==> src/rtl/generador_sensores_auto.sv <==
// Car emulator for the parking a/b sensor protocol.
// Turns one-shot enter/exit commands into timed, glitch-free a/b waveforms.
module generador_sensores_auto #(
  parameter int unsigned PHASE_CYCLES = 1200000,
  parameter int unsigned GAP_CYCLES   = 1200000,
  parameter int unsigned CNT_W        = 32
) (
  input  logic clk,
  input  logic rst,
  input  logic cmd_entrada,
  input  logic cmd_salida,
  input  logic medio,
  output logic a,
  output logic b,
  output logic ocupado,
  output logic sentido,
  output logic fin,
  output logic rechazado
);

  typedef enum logic [2:0] {
    REPOSO,
    FASE1,
    FASE2,
    FASE3,
    PAUSA
  } estado_t;

  localparam logic [CNT_W-1:0] PH_LAST  = CNT_W'(PHASE_CYCLES - 1);
  localparam logic [CNT_W-1:0] GAP_LAST = CNT_W'(GAP_CYCLES - 1);
  localparam logic [CNT_W-1:0] UNO      = CNT_W'(1);

  estado_t          state_q, state_d;
  logic [CNT_W-1:0] timer_q, timer_d;
  logic             sentido_q, sentido_d;
  logic             medio_q, medio_d;
  logic             a_q, a_d;
  logic             b_q, b_d;
  logic             ocupado_q, ocupado_d;
  logic             fin_q, fin_d;
  logic             aceptar;

  // exactly one command while idle starts a sequence
  assign aceptar = (state_q == REPOSO) && (cmd_entrada ^ cmd_salida);

  // next state, phase timer and latched command attributes
  always_comb begin
    state_d   = state_q;
    timer_d   = timer_q + UNO;
    sentido_d = sentido_q;
    medio_d   = medio_q;
    fin_d     = 1'b0;
    unique case (state_q)
      REPOSO: begin
        timer_d = '0;
        if (aceptar) begin
          state_d   = FASE1;
          sentido_d = cmd_entrada;
          medio_d   = medio;
        end
      end
      FASE1: if (timer_q == PH_LAST) state_d = FASE2;
      FASE2: if (timer_q == PH_LAST) state_d = FASE3;
      FASE3: if (timer_q == PH_LAST) state_d = PAUSA;
      PAUSA: begin
        if (timer_q == GAP_LAST) begin
          state_d = REPOSO;
          fin_d   = 1'b1;
        end
      end
      default: state_d = REPOSO;
    endcase
    if (state_d != state_q) timer_d = '0;
  end

  // sensor pattern for the state being entered; half sequences fall back to phase 1
  always_comb begin
    a_d       = 1'b0;
    b_d       = 1'b0;
    ocupado_d = (state_d != REPOSO);
    unique case (state_d)
      FASE1: begin
        a_d = sentido_d;
        b_d = ~sentido_d;
      end
      FASE2: begin
        a_d = 1'b1;
        b_d = 1'b1;
      end
      FASE3: begin
        a_d = medio_d ? sentido_d : ~sentido_d;
        b_d = medio_d ? ~sentido_d : sentido_d;
      end
      default: begin
        a_d = 1'b0;
        b_d = 1'b0;
      end
    endcase
  end

  // state and registered outputs
  always_ff @(posedge clk or posedge rst) begin
    if (rst) begin
      state_q   <= REPOSO;
      timer_q   <= '0;
      sentido_q <= 1'b0;
      medio_q   <= 1'b0;
      a_q       <= 1'b0;
      b_q       <= 1'b0;
      ocupado_q <= 1'b0;
      fin_q     <= 1'b0;
    end else begin
      state_q   <= state_d;
      timer_q   <= timer_d;
      sentido_q <= sentido_d;
      medio_q   <= medio_d;
      a_q       <= a_d;
      b_q       <= b_d;
      ocupado_q <= ocupado_d;
      fin_q     <= fin_d;
    end
  end

  assign a         = a_q;
  assign b         = b_q;
  assign ocupado   = ocupado_q;
  assign sentido   = sentido_q;
  assign fin       = fin_q;
  // flagged in the same cycle as the refused command
  assign rechazado = ~rst & (cmd_entrada | cmd_salida) &
                     (ocupado_q | (cmd_entrada & cmd_salida));

endmodule

==> config.mk <==
export PLATFORM = sky130hd
export DESIGN_NAME = generador_sensores_auto
export DESIGN_NICKNAME = d
export VERILOG_FILES = /design/src/rtl/generador_sensores_auto.sv
export SDC_FILE = /design/constraint.sdc
export NUM_CORES = 1
export LEC_CHECK = 0
export CORE_MARGIN = 3
export CORE_UTILIZATION = 40
export DETAILED_ROUTE_END_ITERATION = 12
export HOLD_SLACK_MARGIN = 0.12
export SETUP_SLACK_MARGIN = 0.15
export SKIP_LAST_GASP = 1
export SLEW_MARGIN = 20
export SYNTH_ARGS = -nofsm -noshare
export SYNTH_HDL_FRONTEND = slang
export SYNTH_SLANG_ARGS = --single-unit
==> constraint.sdc <==
create_clock -name clk -period 2.2 [get_ports clk]
set_input_delay 0.22 -clock clk [delete_from_list [all_inputs] [get_ports clk]]
set_output_delay 0.22 -clock clk [all_outputs]
set_load 0.03 [all_outputs]
* Word level (Yosys, flattened, before mapping)
Index checks and enable logic that the tools add are counted.
** Word-level totals
- Bits of input ports :: 5
- Output and inout port bits :: 6
- Flip-flop bits (word level) :: 41
** Cells by class
- Bitwise logic cells :: 8
- Eq/ne operators :: 9
- Add/subtract/negate cells :: 1
- Multiplexer cells :: 18
- Reductions and logical operators :: 3
** Operators with widths (number)
- 32-bit two-way mux :: 2
- 32-bit by 1-bit adder with 32-bit output, second input constant :: 1
- 32-bit by 21-bit == test with 1-bit output, second input constant :: 1
- 3-bit two-way mux :: 5
- 3-bit case mux with 5 select lines :: 1
- 3-bit by 2-bit == test with 1-bit output, second input constant :: 4
- 1-bit two-way mux :: 8
- 3-bit by 1-bit == test with 1-bit output, second input constant :: 2
- 1-bit case mux with 3 select lines :: 2
- 1-bit AND :: 3
- 3-bit == test, second input constant :: 1
- 3-bit logical NOT :: 1
- 3-bit != test :: 1
- 3-bit nonzero test :: 1
- 1-bit inverter :: 2
- 1-bit bitwise OR :: 2
- 1-bit logical AND :: 1
- 1-bit bitwise XOR :: 1

* Depth between registers and ports, before layout
Gate-level depths: netlist of the first run.
- Word-level depth :: 7
- Gate-level depth with buffers :: 8

* Worst setup path after synthesis of the first run
No wires, ideal clock.
- Kind :: register to register
- Start point :: reg timer_q[7]
- End point :: reg a_q (netlist: a)
- Arrival time :: 1904 ps
- Path slack :: 164 ps
- Cell stages (with the launch flop) :: 8
- Path through :: dfrtp_1 or4_4 nor4_4 and4_1 buf_6 a2111oi_0 a31oi_2 o22ai_2
** Between the ends
- Word-level cells in the longest chain between the ends :: 5
- Elaborated cells on any way between the ends :: 10
** Ends and longest elaborated chain
- start: declaration :: RTL line 34 : logic [CNT_W-1:0] timer_q, timer_d;
- start signal: assignment :: RTL line 114 : timer_q <= timer_d;
- 32-bit by 21-bit == test with 1-bit output *
- 3-bit two-way mux, on equally long branches
- 3-bit case mux with 5 select lines * :: RTL line 53 : unique case (state_q)
- 3-bit by 2-bit == test with 1-bit output / 3-bit by 1-bit == test with 1-bit output (equally long branches) :: RTL line 81 : unique case (state_d)
- 1-bit case mux with 3 select lines * :: RTL line 81
- via a_d :: RTL line 37 : logic a_q, a_d;
- end signal: assignment :: RTL line 108 : a_q <= 1'b0;
- end signal: assignment :: RTL line 117 : a_q <= a_d;
- end: declaration :: RTL line 37
The timed path passes the listed nets; every way through them passes the cells marked *.

* Worst setup path in the final report of the first run
- Start point :: reg timer_q[19]
- End point :: reg b_q (netlist: b)
** Between the ends
- Word-level cells in the longest chain between the ends :: 5
- Elaborated cells on any way between the ends :: 10
** Ends and longest elaborated chain
- 32-bit by 21-bit == test with 1-bit output *
- 3-bit two-way mux, on equally long branches
- 3-bit case mux with 5 select lines * :: RTL line 53
- 3-bit by 2-bit == test with 1-bit output / 3-bit by 1-bit == test with 1-bit output (equally long branches) :: RTL line 81
- 1-bit case mux with 3 select lines * :: RTL line 81
- via b_d :: RTL line 38 : logic b_q, b_d;
- end signal: assignment :: RTL line 109 : b_q <= 1'b0;
- end signal: assignment :: RTL line 118 : b_q <= b_d;
- end: declaration :: RTL line 38
Marked as above.

==> results of run 1 <==
[critical path, stage by stage (launching register included)]
cell and delay, ps:
dfrtp_1 380, or4_4 550, nor4_4 320, and4_4 310
buf_4 130, a31oi_2 90, o22ai_1 190
[power breakdown]
group | leakage [nW] | total (W) | internal [W] | switching [W]
clock | 0.0585 | 0.000631 | 0.000370 | 0.000261
combinational | 0.603 | 0.000306 | 0.000149 | 0.000157
sequential | 0.540 | 0.000907 | 0.000833 | 0.0000744
[per-layer routing]
metal / up-vias / track usage / share of wire
li1: 795 / - / -
met1: 748 / 0.190 / 0.49
met4: 0 / 0.0577 / 0.017
met3: 5 / 0.0390 / 0.029
met5: - / 0 / 0
met2: 21 / 0.244 / 0.46
[flip-flops by register name, indices dropped and copies added, names as in the netlist]
signal,flops
fin,1
medio_q,1
ocupado,1
a,1
b,1
timer_q,32
state_q,3
sentido,1
[per-stage QoR]
step	cells	power, W
2_1_floorplan	213	0.00111
3_3_place_gp	306	0.00121
3_5_place_dp	306	0.00122
4_1_cts	315	0.00186
5_1_grt	315	0.00194
6_report	315	0.00184
[cell families after synthesis]
family                   after synthesis  share of synthesized area
AO/OA/AOI/OAI                         14                     0.0429
XOR/XNOR                              30                      0.129
adder cells (fa/ha/maj)                3                     0.0179
buffers and inverters                 16                     0.0357
flip-flops                            41                      0.488
multiplexers                           1                    0.00476
AND/OR/NAND/NOR                      108                      0.282
[how the worst max path moves through the flow]
| stage | start | to | slack [ps] | cells past startpoint |
|---|---|---|---|---|
| 6_report | timer_q[19] | b | 150 | 6 |
| 5_1_grt | timer_q[19] | b | 20 | 6 |
| 3_3_place_gp | cmd_entrada | a | -80 | 10 |
| 2_1_floorplan | timer_q[7] | a | 160 | 7 |
| 3_5_place_dp | cmd_salida | a | -40 | 10 |
| 4_1_cts | timer_q[24] | b | 150 | 6 |
[Yosys cell counts (2+ instances only)]
library cell   n
dfrtp_1       41
nor2_1        35
xor2_1        17
nand2_1       13
nand3_1       12
xnor2_1       12
and3_1        10
inv_1          9
nor3_1         9
nand4_1        7
o21ai_0        6
a21oi_1        4
and4_1         3
buf_2          3
ha_1           3
or3_1          3
clkbuf_1       2
nor2b_1        2
or4_1          2
[layout make-up]
| class | instances | share of cell area |
|---|---|---|
| inverter | 9 | 0.0130 |
| timing repair buffer | 34 | 0.113 |
| sequential | 41 | 0.394 |
| clock inverter | 1 | 0.0115 |
| clock buffer | 7 | 0.0332 |
| tap | 67 | 0.0322 |
| multi-input combinational | 156 | 0.403 |
[timing repair]
item	in CTS	in global routing
buffers inserted	1	0
pin swaps	5	2
gates resized for setup	7	4
endpoints found under the setup margin	2	34
hold buffers	0	0
==> results.md, run 1 <==
* Diode count at 0
* Total grt overflow at 0
* Cell taking the most area after synthesis: dfrtp_1
* Maxcap violations at 0
* Worst-path maximum fanout at 4
* Fillcell total at 440
* Synth Net Count at 221
* Netlist cell types at 39
* Critical Path AT at 2270 ps
* Area growth, synth to finish at 23.9%
* Reg clk slew, reported paths at 80 ps
* IO Pins at 11
* Layout cells sized above 1 at 0.194
* #FFs+latches synth at 41
* Yosys warning total at 0
* Worst skew pair latency at 300 ps
* Fin crit share at 0.930
* CTS max path bufs at 2
* TritonRoute pass-1 iters at 4
* Type of origin of the critical path: flop
* FF-to-FF Start: timer_q[19]
* Final Hold Viols at 0
* Global-route wire length before repair at 7300 um
* Place WS at -44.4 ps
* DR vias at 1569
* Setup CP Type: reg2reg
* Area of the multi-input gates at 0.00105 mm^2
* Die X at 78.5 um
* Initial antenna violation count at 0
* Worst path required time at 2420 ps
* Maximum vdd ir drop at 0.355 mV
* RePlAce Congestion at 0.749
* Vias per cell at 4.98
* CTS tree: yes
* Pin count of the biggest net entering global routing at 42
* Iter 0 DRT Violations at 65
* RSZ-0062 raised after global routing: yes
* Min-Delay Path Class: in2async
* Slew margin rel. at 0.655
* Port bufs at 10
* Placement-stage cell area at 0.00243 mm^2
* TritonCTS Buffers at 5
* Nets at 255
* EDFF count, synth at 0
* Std cell rows at 25
* Starting Density at 0.428
* Largest cells by area after synthesis: dfrtp_1 49%, xor2_1 7.1%, nor2_1 6.3%
* Top cell type's share of synthesized area at 0.488
* P per Cell Area at 709 mW/mm^2
* Setup TNS at 0 ps
* Final Cell Area at 0.00260 mm^2
* GRT Util Overall at 0.150
* Total core area at 0.00491 mm^2
* Worst R2R Path Depth at 6
* Vias in the first global route at 1564
* Mapped Area at 0.00210 mm^2
* Worst reg-to-reg setup slack at 150 ps
* Htree depth at 2
* # DRC at 0
* Wire length per cell at 12.8 um
* Ys async rst share at 1.00
* Outcome: complete, no violations
* Most frequent cells in the layout: 41 x dfrtp_1, 35 x nor2_1, 23 x buf_4
* Antenna viol nets, final at 0
* Max Fclk at 489 MHz
* Mapped Cells at 213
* Dominant synthesized flop cell: dfrtp_1
* Post-Route WL at 4030 um
* Leakage at 1.20 nW
* Clock root cell: clkbuf_8
* CP Capture Type: flop
* Min Hold Slack at 388 ps
* Reg2Reg Capture Point: b
* Final setup viols at 0
* Die area at 0.00616 mm^2
* Worst clock skew at 8.11 ps
* Avg Cell Area, Syn at 9.86 um^2
* Clk sinks at 41
* DIE HEIGHT at 78.5 um
* Most common cell after layout, fill and taps aside: dfrtp_1
* Final worst slack at 153 ps
* DP Wirelength at 2720 um
* Final min period at 2050 ps
* Max-slew violations at 0
* Register area at 0.00103 mm^2
* Sequential share of the synthesized area at 0.488
* Post-Route Utilization at 0.530
* Slew @ Worst Pin at 518 ps
No activity file was read; power rests on OpenSTA's default activity.
==> inputs of run 2 (changes only) <==
--- a/config.mk
+++ b/config.mk
@@ -5,6 +5,7 @@
 export SDC_FILE = /design/constraint.sdc
 export NUM_CORES = 1
 export LEC_CHECK = 0
+export ABC_AREA = 1
 export CORE_MARGIN = 3
 export CORE_UTILIZATION = 40
 export DETAILED_ROUTE_END_ITERATION = 12
==> results.md, run 2 <==
* Die X at 87.9 um (was 78.5 um)
* Reg clk slew, reported paths at 80 ps (about the same)
* Complex-gate fraction of the synthesized area at 0.0214 (was 0.0429)
* Clk sinks at 41 (unchanged)
* Clock root cell: clkbuf_8 (unchanged)
* Wire length per cell at 13.5 um (was 12.8 um)
* Global-route wire length before repair at 10100 um (was 7300 um)
* Post-synthesis mux area share at 0 (was 0.00476)
* Largest regs: timer_q x32, state_q x3 (unchanged)
* Diode count at 0 (unchanged)
* Slew @ Worst Pin at 400 ps (was 518 ps)
* Vias in the first global route at 2208 (was 1564)
* Post-Route WL at 6030 um (was 4030 um)
* Crit-path leading delay family: simple AND/OR/NAND/NOR gates (unchanged)
* Leakage at 1.29 nW (was 1.20 nW)
* Outcome: complete, no violations (unchanged)
* Most frequent cells in the layout: 75 x nand2_1, 56 x nor2_1, 41 x dfrtp_1 (was 41 x dfrtp_1, 35 x nor2_1, 23 x buf_4)
* Port bufs at 10 (unchanged)
* Final worst slack at 306 ps (was 153 ps)
* Post-Route Utilization at 0.467 (was 0.530)
* Starting Density at 0.418 (was 0.428)
* Final Hold Viols at 0 (unchanged)
* RePlAce Congestion at 0.894 (was 0.749)
* Mapped Cells at 349 (was 213)
* Post-synthesis adder-cell area fraction at 0.0140 (was 0.0179)
* Std cell rows at 29 (was 25)
* GRT Util Overall at 0.168 (was 0.150)
* CP Capture Type: flop (unchanged)
* Synth Net Count at 357 (was 221)
* CTS tree: yes (unchanged)
* TritonRoute pass-1 iters at 4 (unchanged)
* Slew margin rel. at 0.731 (was 0.655)
* Iter 0 DRT Violations at 167 (was 65)
* Critical Path, Cell by Cell: ha_2 > nand3_2 > clkinv_2 > nand3_1 > nor2_1 > nand2_2 > nand2_1 > nand3_2 > nand2_4 > nand2_4 > nand2_8 > nor2_2 (was or4_4 > nor4_4 > and4_4 > buf_4 > a31oi_2 > o22ai_1)
* Post-synthesis simple-gate area fraction at 0.416 (was 0.282)
* Fin crit share at 0.861 (was 0.930)
* Setup TNS at 0 ps (unchanged)
* Count leader, synth: nand2_1 (was dfrtp_1)
* Maxcap violations at 0 (unchanged)
* Cell taking the most area after synthesis: dfrtp_1 (unchanged)
* Total grt overflow at 0 (unchanged)
* Biggest register: timer_q (unchanged)
* Min-Delay Path Class: reg2reg (was in2async)
* RSZ-0062 raised after global routing: yes (unchanged)
* Type of origin of the critical path: flop (unchanged)
* Number of cells on the critical path at 12 (was 6)
* Cell Count, Final, Fillers Out at 448 (was 315)
* Layout cells sized above 1 at 0.175 (was 0.194)
* Largest family of logic cells by synthesized area: simple AND/OR/NAND/NOR gates (unchanged)
* Worst path required time at 2390 ps (was 2420 ps)
* Dominant synthesized flop cell: dfrtp_1 (unchanged)
* Maximum vdd ir drop at 0.224 mV (was 0.355 mV)
* Worst R2R Path Depth at 12 (was 6)
* # DRC at 0 (unchanged)
* Yosys warning total at 0 (unchanged)
* Hold depth at 1
* IO Pins at 11 (unchanged)
* Worst reg-to-reg setup slack at 310 ps (was 150 ps)
* Area of the multi-input gates at 0.00147 mm^2 (was 0.00105 mm^2)
* Most common cell after layout, fill and taps aside: nand2_1 (was dfrtp_1)
* Critical Path AT at 2080 ps (was 2270 ps)
* Avg Cell Area, Syn at 7.69 um^2 (was 9.86 um^2)
* Total core area at 0.00642 mm^2 (was 0.00491 mm^2)
* DP Wirelength at 4550 um (was 2720 um)
* Htree depth at 2 (unchanged)
* Largest cells by area after synthesis: dfrtp_1 38%, nand2_1 10%, nor2_1 7.8% (was dfrtp_1 49%, xor2_1 7.1%, nor2_1 6.3%)
* Critical Path Max Stage Delay at 390 ps (was 550 ps)
* EDFF count, synth at 0 (unchanged)
* CTS max path bufs at 2 (unchanged)
* Mapped Area at 0.00268 mm^2 (was 0.00210 mm^2)
* TritonCTS Buffers at 5 (unchanged)
* Max reg flops at 32 (unchanged)
* XOR/XNOR Fraction of Synth Area at 0.0848 (was 0.129)
* DIE HEIGHT at 87.9 um (was 78.5 um)
* DR vias at 2236 (was 1569)
* Final min period at 1890 ps (was 2050 ps)
* Placed Cells at 437 (was 306)
* #FFs+latches synth at 41 (unchanged)
* Die area at 0.00773 mm^2 (was 0.00616 mm^2)
* CP max-delay cell: dfrtp_1 (was or4_4)
* Max-slew violations at 0 (unchanged)
* Register area at 0.00103 mm^2 (unchanged)
* Vias per cell at 4.99 (was 4.98)
* Setup CP Type: reg2reg (unchanged)
* Worst clock skew at 8.93 ps (was 8.11 ps)
* Pin count of the biggest net entering global routing at 29 (was 42)
* Worst skew pair latency at 300 ps (about the same)
* Area growth, synth to finish at 11.7% (was 23.9%)
* Min Hold Slack at 486 ps (was 388 ps)
* CP bufs+invs at 1 (unchanged)
* Netlist cell types at 31 (was 39)
* Fillcell total at 671 (was 440)
* Place WS at 159 ps (was -44.4 ps)
* Sequential share of the synthesized area at 0.382 (was 0.488)
* Post-synth top cells: 75 x nand2_1, 56 x nor2_1, 41 x dfrtp_1 (was 41 x dfrtp_1, 35 x nor2_1, 17 x xor2_1)
* Worst-path maximum fanout at 14 (was 4)
* Ys async rst share at 1.00 (unchanged)
* Max Fclk at 528 MHz (was 489 MHz)
* Final setup viols at 0 (unchanged)
* Initial antenna violation count at 0 (unchanged)
* Top cell type's share of synthesized area at 0.382 (was 0.488)
* Antenna viol nets, final at 0 (unchanged)
* P per Cell Area at 424 mW/mm^2 (was 709 mW/mm^2)
* Nets at 378 (was 255)
[run 2: power breakdown]
part           total [W]  switching, W  internal, W
Clock           0.000481      0.000261     0.000220
Combinational  0.0000360     0.0000231    0.0000129
Sequential      0.000753             0     0.000753
Total            0.00127      0.000284     0.000986
[run 2: kinds of logic after synthesis]
family          after synthesis
buf+inv                      48
fa+ha+maj                     3
xor+xnor                     26
simple gates                224
flops                        41
compound gates                7
[run 2: worst paths after layout]
check                            from    endpoint
min                        timer_q[0]  timer_q[0]
min reg2reg                timer_q[0]  timer_q[0]
min in group asynchronous         rst     sentido
max reg2reg                timer_q[0]  timer_q[8]
max in group asynchronous         rst  timer_q[7]
max                        timer_q[0]  timer_q[8]
[run 2: layout make-up]
| type | instances | share of cell area |
|---|---|---|
| Multi-Input combinational cell | 261 | 0.490 |
| Clock inverter | 2 | 0.00334 |
| Tap cell | 77 | 0.0321 |
| Inverter | 45 | 0.0568 |
| Timing Repair Buffer | 16 | 0.0518 |
| Clock buffer | 6 | 0.0242 |
| Sequential cell | 41 | 0.342 |
[run 2: per-layer routing]
layer	track usage	vias up	part of all wire
met3	0.0433	9	0.047
li1	-	1139	-
met5	0	-	0
met4	0.0488	0	0.021
met2	0.264	57	0.46
met1	0.228	1031	0.47
[run 2: repair_timing]
action / 4_1_cts / 5_1_grt
setup endpoints to repair: 1 / 29
hold buffers: 1 / 0
gates resized for setup: 1 / 6
setup buffers: 0 / 1
cloned: 0 / 1
pin swaps: 0 / 3
endpoints found under the hold margin: 2 / 0
[run 2: metrics by stage]
stage | total power [W] | instance area, um^2
after floorplan | 0.000787 | 2680
after global placement | 0.000805 | 2860
after detailed placement | 0.000805 | 2860
after CTS | 0.00129 | 2950
after global routing | 0.00132 | 3000
final | 0.00127 | 3000
